File: config.mk
export PLATFORM = sky130hd
export DESIGN_NAME = i2c_slave_rx_flat
export DESIGN_NICKNAME = d
export VERILOG_FILES = /design/src/rtl/i2c_slave_rx_if.sv /design/src/rtl/i2c_slave_rx.sv /design/src/flat_wrapper.sv
export SDC_FILE = /design/constraint.sdc
export NUM_CORES = 1
export LEC_CHECK = 0
export CORE_UTILIZATION = 56
export CTS_CLUSTER_DIAMETER = 80
export DETAILED_ROUTE_END_ITERATION = 10
export PLACE_DENSITY = 0.83
export SETUP_SLACK_MARGIN = 0.4
export SLEW_MARGIN = 0
export SYNTH_ARGS = -nofsm -noshare
export SYNTH_HDL_FRONTEND = slang
export SYNTH_SLANG_ARGS = --single-unit
File: constraint.sdc
create_clock -name I2C_clk -period 3.94 [get_ports I2C_clk]
set_input_delay 0.788 -clock I2C_clk [delete_from_list [all_inputs] [get_ports I2C_clk]]
set_output_delay 0.788 -clock I2C_clk [all_outputs]
set_load 0.005 [all_outputs]
File: src/rtl/i2c_slave_rx_if.sv
// i2c_slave_rx_if
// Bundles the pin-side I2C signals and the register-file write port of the
// I2C write responder.
//   scl_in, sda_in : raw (asynchronous) SCL/SDA pin levels
//   sda_oe         : 1 = pull SDA low (open-drain)
//   wr_strobe      : one-cycle pulse, wr_addr/wr_data valid
//   wr_addr        : {SubAddrH, SubAddrL}
//   wr_data        : received data byte
//   busy           : matched transaction in progress
//   errory         : one-cycle pulse on an aborted matched write
// Modport slave is used by the responder; master by whatever drives the bus.
interface i2c_slave_rx_if;
  logic        scl_in;
  logic        sda_in;
  logic        sda_oe;
  logic        wr_strobe;
  logic [15:0] wr_addr;
  logic [7:0]  wr_data;
  logic        busy;
  logic        errory;

  modport slave (
    input  scl_in, sda_in,
    output sda_oe, wr_strobe, wr_addr, wr_data, busy, errory
  );

  modport master (
    output scl_in, sda_in,
    input  sda_oe, wr_strobe, wr_addr, wr_data, busy, errory
  );
endinterface

File: src/rtl/i2c_slave_rx.sv
// i2c_slave_rx
// I2C write responder. Oversamples SCL/SDA on I2C_clk, detects START/STOP,
// matches a 7-bit write address, receives SubAddrH, SubAddrL and Data bytes
// (ACKing each) and issues a one-cycle register-write strobe.
// Ports:
//   I2C_clk : sampling clock, >= 8x SCL
//   reset   : synchronous, active-high
//   bus     : i2c_slave_rx_if.slave (pins + register write port)
// Parameters: DEV_ADDR (7-bit target address), SYNC_STAGES (>= 2).
// Build option: define I2C_AUTOINC_EN to accept further data bytes after the
// first, with wr_addr incrementing by one (16-bit wrap) before each strobe.
// Without it, bytes after the first data byte are NACKed and ignored.
//
// state    | meaning
// ---------+-----------------------------------------------------------
// IDLE     | bus free or after STOP
// ADDR     | receiving address + R/W byte
// ACK_ADDR | acknowledging matched address
// SUBH     | receiving sub-address high byte
// ACK_SUBH | acknowledging SubAddrH
// SUBL     | receiving sub-address low byte
// ACK_SUBL | acknowledging SubAddrL
// DATA     | receiving data byte
// ACK_DATA | acknowledging data byte (strobe already issued)
// IGNORE   | not addressed / no further bytes accepted; wait START/STOP
module i2c_slave_rx #(
  parameter logic [6:0] DEV_ADDR    = 7'h28,
  parameter int         SYNC_STAGES = 2
) (
  input  logic           I2C_clk,
  input  logic           reset,
  i2c_slave_rx_if.slave  bus
);

  typedef enum logic [3:0] {
    IDLE, ADDR, ACK_ADDR, SUBH, ACK_SUBH, SUBL, ACK_SUBL, DATA, ACK_DATA, IGNORE
  } state_t;

  state_t state, state_nxt;

  logic [SYNC_STAGES-1:0] scl_sync, sda_sync;
  logic       scl_s, sda_s, scl_q, sda_q;
  logic       scl_rise, scl_fall, start, stop, abort;
  logic [2:0] bit_cnt;
  logic [7:0] shift;
  logic [7:0] byte_val;
  logic       rx_state, byte_done, addr_match;
  logic       ack_on;       // second half of the ACK slot: SDA is being held low
  logic       data_written; // a data byte has been strobed in this transaction

  assign scl_s = scl_sync[SYNC_STAGES-1];
  assign sda_s = sda_sync[SYNC_STAGES-1];

  assign scl_rise = scl_s & ~scl_q;
  assign scl_fall = ~scl_s & scl_q;
  assign start    = scl_s & scl_q & sda_q & ~sda_s;
  assign stop     = scl_s & scl_q & ~sda_q & sda_s;

  assign rx_state   = (state == ADDR) || (state == SUBH) || (state == SUBL) || (state == DATA);
  assign byte_val   = {shift[6:0], sda_s};
  assign byte_done  = rx_state && scl_rise && (bit_cnt == 3'd0);
  assign addr_match = (byte_val[7:1] == DEV_ADDR) && !byte_val[0];

  // Only a write cut short before its first data strobe is an error; once a
  // byte has been written, ending the transfer is normal.
  assign abort = (start || stop) &&
                 ((state == SUBH) || (state == ACK_SUBH) || (state == SUBL) ||
                  (state == ACK_SUBL) || ((state == DATA) && !data_written));

  always_comb begin
    state_nxt = state;
    if (start) begin
      state_nxt = ADDR;
    end else if (stop) begin
      state_nxt = IDLE;
    end else begin
      case (state)
        ADDR:     if (byte_done) state_nxt = addr_match ? ACK_ADDR : IGNORE;
        SUBH:     if (byte_done) state_nxt = ACK_SUBH;
        SUBL:     if (byte_done) state_nxt = ACK_SUBL;
        DATA:     if (byte_done) state_nxt = ACK_DATA;
        ACK_ADDR: if (scl_fall && ack_on) state_nxt = SUBH;
        ACK_SUBH: if (scl_fall && ack_on) state_nxt = SUBL;
        ACK_SUBL: if (scl_fall && ack_on) state_nxt = DATA;
        ACK_DATA: begin
          if (scl_fall && ack_on) begin
`ifdef I2C_AUTOINC_EN
            state_nxt = DATA;
`else
            state_nxt = IGNORE;
`endif
          end
        end
        default:  state_nxt = state;
      endcase
    end
  end

  always_ff @(posedge I2C_clk) begin
    if (reset) begin
      state <= IDLE;
    end else begin
      state <= state_nxt;
    end
  end

  always_ff @(posedge I2C_clk) begin
    if (reset) begin
      // idle bus level, so releasing reset cannot fake an edge
      scl_sync <= '1;
      sda_sync <= '1;
      scl_q    <= 1'b1;
      sda_q    <= 1'b1;
    end else begin
      scl_sync <= {scl_sync[SYNC_STAGES-2:0], bus.scl_in};
      sda_sync <= {sda_sync[SYNC_STAGES-2:0], bus.sda_in};
      scl_q    <= scl_s;
      sda_q    <= sda_s;
    end
  end

  always_ff @(posedge I2C_clk) begin
    if (reset) begin
      bit_cnt       <= 3'd7;
      shift         <= 8'h00;
      ack_on        <= 1'b0;
      data_written  <= 1'b0;
      bus.sda_oe    <= 1'b0;
      bus.wr_strobe <= 1'b0;
      bus.wr_addr   <= 16'h0000;
      bus.wr_data   <= 8'h00;
      bus.busy      <= 1'b0;
      bus.errory    <= 1'b0;
    end else begin
      bus.wr_strobe <= 1'b0;
      bus.errory    <= 1'b0;
      if (start || stop) begin
        bit_cnt      <= 3'd7;
        ack_on       <= 1'b0;
        data_written <= 1'b0;
        bus.sda_oe   <= 1'b0;
        bus.busy     <= 1'b0;
        bus.errory   <= abort;
      end else begin
        // counter wraps 0 -> 7, so it is ready for the next byte after ACK
        if (rx_state && scl_rise) begin
          shift   <= byte_val;
          bit_cnt <= bit_cnt - 3'd1;
        end
        case (state)
          ADDR: if (byte_done && addr_match) bus.busy <= 1'b1;
          SUBH: if (byte_done) bus.wr_addr[15:8] <= byte_val;
          SUBL: if (byte_done) bus.wr_addr[7:0]  <= byte_val;
          DATA: begin
            if (byte_done) begin
              bus.wr_data   <= byte_val;
              bus.wr_strobe <= 1'b1;
              data_written  <= 1'b1;
`ifdef I2C_AUTOINC_EN
              if (data_written) bus.wr_addr <= bus.wr_addr + 16'd1;
`endif
            end
          end
          ACK_ADDR, ACK_SUBH, ACK_SUBL, ACK_DATA: begin
            // first falling edge grabs SDA, second one lets it go
            if (scl_fall) begin
              ack_on     <= ~ack_on;
              bus.sda_oe <= ~ack_on;
            end
          end
          default: ;
        endcase
      end
    end
  end

endmodule
File: src/flat_wrapper.sv
// flat-port wrapper written by rule: the top's interface ports become plain ports
module i2c_slave_rx_flat 
#(
  parameter logic [6:0] DEV_ADDR    = 7'h28,
  parameter int         SYNC_STAGES = 2
)
  (I2C_clk, reset, bus_scl_in, bus_sda_in, bus_sda_oe, bus_wr_strobe, bus_wr_addr, bus_wr_data, bus_busy, bus_errory);
  i2c_slave_rx_if bus_i ();
  input  logic I2C_clk;
  input  logic reset;
  input wire logic [$bits(bus_i.scl_in)-1:0] bus_scl_in;
  input wire logic [$bits(bus_i.sda_in)-1:0] bus_sda_in;
  output wire logic [$bits(bus_i.sda_oe)-1:0] bus_sda_oe;
  output wire logic [$bits(bus_i.wr_strobe)-1:0] bus_wr_strobe;
  output wire logic [$bits(bus_i.wr_addr)-1:0] bus_wr_addr;
  output wire logic [$bits(bus_i.wr_data)-1:0] bus_wr_data;
  output wire logic [$bits(bus_i.busy)-1:0] bus_busy;
  output wire logic [$bits(bus_i.errory)-1:0] bus_errory;
  assign bus_i.scl_in = bus_scl_in;
  assign bus_i.sda_in = bus_sda_in;
  assign bus_sda_oe = bus_i.sda_oe;
  assign bus_wr_strobe = bus_i.wr_strobe;
  assign bus_wr_addr = bus_i.wr_addr;
  assign bus_wr_data = bus_i.wr_data;
  assign bus_busy = bus_i.busy;
  assign bus_errory = bus_i.errory;
  i2c_slave_rx #(.DEV_ADDR(DEV_ADDR), .SYNC_STAGES(SYNC_STAGES)) u_core (.I2C_clk(I2C_clk), .reset(reset), .bus(bus_i));
endmodule
==> impl_results.md <==
- Switching power of the nets: 0.0001703 W
- Count of maximum capacitance violations: 0
- Avg WL per Cell: 13.48 um
- Max-slew violations: 0
- Post-route clock period utilization: 0.6346
- Final Total Pwr: 0.0008297 W
- Placeable core area: 0.003390 mm^2
- Global-route congestion overflow total: 0
- Crit-path slowest cell: sky130_fd_sc_hd__nor4b_2
- Summed negative setup slack over all endpoints: 0 ns
- Achievable clock frequency: 400.0 MHz
- Number of warnings reported in the yosys synthesis log: 0
- Top_reg_cell synth: sky130_fd_sc_hd__dfxtp_1
- Fin nets: 244
- Num CTS Buffers: 5
- Library cell with the largest summed area after synthesis: sky130_fd_sc_hd__dfxtp_1
- Antenna-violating nets left: 0
- Detailed router's first-iteration violation count: 108
- Leading cell types by total area after synthesis: sky130_fd_sc_hd__dfxtp_1 (49%), sky130_fd_sc_hd__mux2i_1 (12%), sky130_fd_sc_hd__nor2_1 (6.2%), sky130_fd_sc_hd__nand2_1 (3.9%), sky130_fd_sc_hd__a21oi_1 (2.7%)
- Number of vias after detailed routing: 1,535
- Worst-Margin Slew: 0.6307 ns
- Nets in the synthesized netlist: 217
- Share of post-route cells with drive strength above 1: 0.09623
- Top-area cell type share of the netlist area: 0.4876
- Path class of the lowest-slack min-delay path: flip-flop to flip-flop
- Insertion delay of the later-clocked pin in the worst-skew pair: 0.37 ns
- Fraction of power spent switching nets: 0.2052
- Gates resized, CTS repair: 0
- Number of H-tree branching levels: 2
- Leak: 0.8839 nW
- Unrepaired setup endpoints after global routing: false
- Area Overhead vs Synth: 19.40%
- Endpoints failing setup: 0
- Post-synth top cells: sky130_fd_sc_hd__dfxtp_1 (49), sky130_fd_sc_hd__nor2_1 (33), sky130_fd_sc_hd__mux2i_1 (25), sky130_fd_sc_hd__nand2_1 (21), sky130_fd_sc_hd__a21oi_1 (11)
- Clock tree from TritonCTS: built
- Cells after Synth: 211
- Global-route wire length before repair: 6.085 mm
- Root buf cell: sky130_fd_sc_hd__clkbuf_4
- Buffers plus inverters on the worst setup path: 1
- Count of distinct cell types in the synthesized netlist: 37
- Via count of the first global-routing pass: 1,293
- Cell-internal power: 0.0006594 W
- Sort of element at the start of the critical path: flip-flop
- Final weighted congestion in routability-driven placement: 0.8608
- Critical path's top delay family: simple AND/OR/NAND/NOR gates
- Run status: completed
- Effective utilization at floorplan: 0.5936
- Post CTS Setup Buffer Count: 0
- Largest net degree at the start of global routing: 44
- Number of clock sinks: 49
- Mapped Avg Cell Area: 9.535 um^2
- Comb pwr share: 0.026
- Sequential area share after synthesis: 0.4876
- Diode count: 0
- CP peak stage delay: 0.75 ns
- Die Outline Area: 0.003837 mm^2
- Critical path, cell by cell: nand4bb_1 -> nor4b_2 -> buf_4 -> mux2i_1 -> nor2_1
- Netlist Area Pre-Place: 0.002012 mm^2
- Final hold violations: 0
- Number of antenna violations at the first check in global routing: 0
- Clock-pin slew reported for the worst setup and hold paths after clock tree synthesis: 0.13 ns
- Total power per unit cell area: 345.4 mW/mm^2
- CP Data Required Time: 4.20 ns
- Estimated wirelength of the detail-placed design: 2.573 mm
- Flop and latch count out of synthesis: 49
- Width of the die: 61.94 um
- All-Layer GR Usage: 0.2206
- Via density per instance: 5.386
- EDFF count, synth: 0
- Data arrival time of the critical path: 2.76 ns
- Number of buffers inserted by port buffering: 31
- Worst-case clock buffer depth: 2
- I/O pin count: 32
- Max transition margin: 0.5785
- Classification of the worst setup path: flip-flop to flip-flop
- First-pass DRT Iterations: 4
- Row count: 21
- Final worst path period need: 2.500 ns
- Fraction of power consumed by sequential logic: 0.607
- Total Routed Length: 3.843 mm
- Hold buffer count at CTS: 0
- Total DRC errors in the routed layout: 0
- Number of inserted filler cells in the final layout: 261
- Kind of end point of the critical path: flip-flop
- Library cell with the highest instance count after synthesis: sky130_fd_sc_hd__dfxtp_1
- Die Y: 61.94 um
- Critical path fanouts, max: 15
- Clock group share of total power: 0.367
- Skew final: 0.005238 ns
- Async SR Flop Fraction: 0
- Peak ir drop on the vdd network: 0.2334 mV
[cells by family after synthesis]
group / share of synthesized area
xor+xnor: 0.01306
fa+ha+maj: 0.01244
compound gates: 0.07712
flops: 0.4876
buf+inv: 0.05473
mux: 0.1244
simple gates: 0.2307
[registers in the layout (all words and copies together) (netlist names)]
register              flops
u_core.bit_cnt            3
u_core.bus.busy           1
u_core.bus.errory         1
u_core.bus.sda_oe         1
u_core.bus.wr_addr       16
u_core.bus.wr_data        8
u_core.bus.wr_strobe      1
u_core.data_written       1
u_core.scl_q              1
u_core.scl_sync           2
u_core.sda_q              1
u_core.sda_sync           2
u_core.shift              7
u_core.state              4
[per-stage QoR]
| stage | cell area [um^2] | worst slack, ns | utilization | cells | hold slack [ns] |
|---|---|---|---|---|---|
| 6_report | 2402 | 1.440 | 0.7087 | 285 | 0.4230 |
| 5_1_grt | 2402 | 1.220 | 0.7087 | 285 | 0.4688 |
| 4_1_cts | 2402 | 1.490 | 0.7087 | 285 | 0.4232 |
| 3_5_place_dp | 2317 | 1.550 | 0.6836 | 277 | 0.3944 |
| 3_3_place_gp | 2317 | 1.541 | 0.6836 | 277 | 0.3948 |
| 2_1_floorplan | 2012 | 2.333 | - | 211 | 0.3895 |
[worst paths after layout]
kind,from,end,depth (start not counted),slack [ns]
max reg2reg,u_core.state[0],u_core.bus.wr_addr[15],5,1.44
min reg2reg,u_core.scl_sync[0],u_core.scl_sync[1],1,0.42
min,u_core.scl_sync[0],u_core.scl_sync[1],1,0.42
max,u_core.state[0],u_core.bus.wr_addr[15],5,1.44
[placed cells by master, fill, tap and decap left out, types with 4 or more instances in the layout]
cell                              instances
sky130_fd_sc_hd__o21ai_0                  4
sky130_fd_sc_hd__nor2_1                  33
sky130_fd_sc_hd__buf_4                    4
sky130_fd_sc_hd__nor3_1                   4
sky130_fd_sc_hd__dfxtp_1                 49
sky130_fd_sc_hd__nand2_1                 21
sky130_fd_sc_hd__clkdlybuf4s50_1         31
sky130_fd_sc_hd__nand3_1                  5
sky130_fd_sc_hd__mux2i_1                 25
sky130_fd_sc_hd__a21oi_1                 11
sky130_fd_sc_hd__clkbuf_4                 5
sky130_fd_sc_hd__or2_2                    8
[per-layer routing]
layer / vias up / wire, um / GRT usage
li1: 775 / - / -
met4: 0 / 56 / 0.06667
met1: 719 / 1887 / 0.3024
met3: 7 / 194 / 0.07453
met5: - / 0 / 0
met2: 34 / 1705 / 0.3283
[power by group through the flow]
stage	Combinational, W	Sequential [W]	Clock, W
2_1_floorplan	0.0000197	0.000511	0
3_3_place_gp	0.0000216	0.000514	0
3_5_place_dp	0.0000218	0.000514	0
4_1_cts	0.0000219	0.000503	0.000310
5_1_grt	0.0000244	0.000504	0.000328
6_report	0.0000218	0.000503	0.000305
[worst register-to-register path: cells and delay by family (launching register included)]
kind | cells | cell delay [ns]
flip-flops | 1 | 0.55
buffers and inverters | 1 | 0.27
AND/OR/NAND/NOR | 3 | 1.39
multiplexers | 1 | 0.20
[final cells by class]
cell class                 instances  area (um^2)  area share
multi-input combinational        144        927.1      0.3859
clock inverter                     1        30.03     0.01250
sequential                        49        980.9      0.4083
tap                               46        57.56     0.02396
clock buffer                       7        55.05     0.02292
timing repair buffer              35        340.3      0.1417
inverter                           3        11.26    0.004688
No activity file was read; power rests on OpenSTA's default activity.
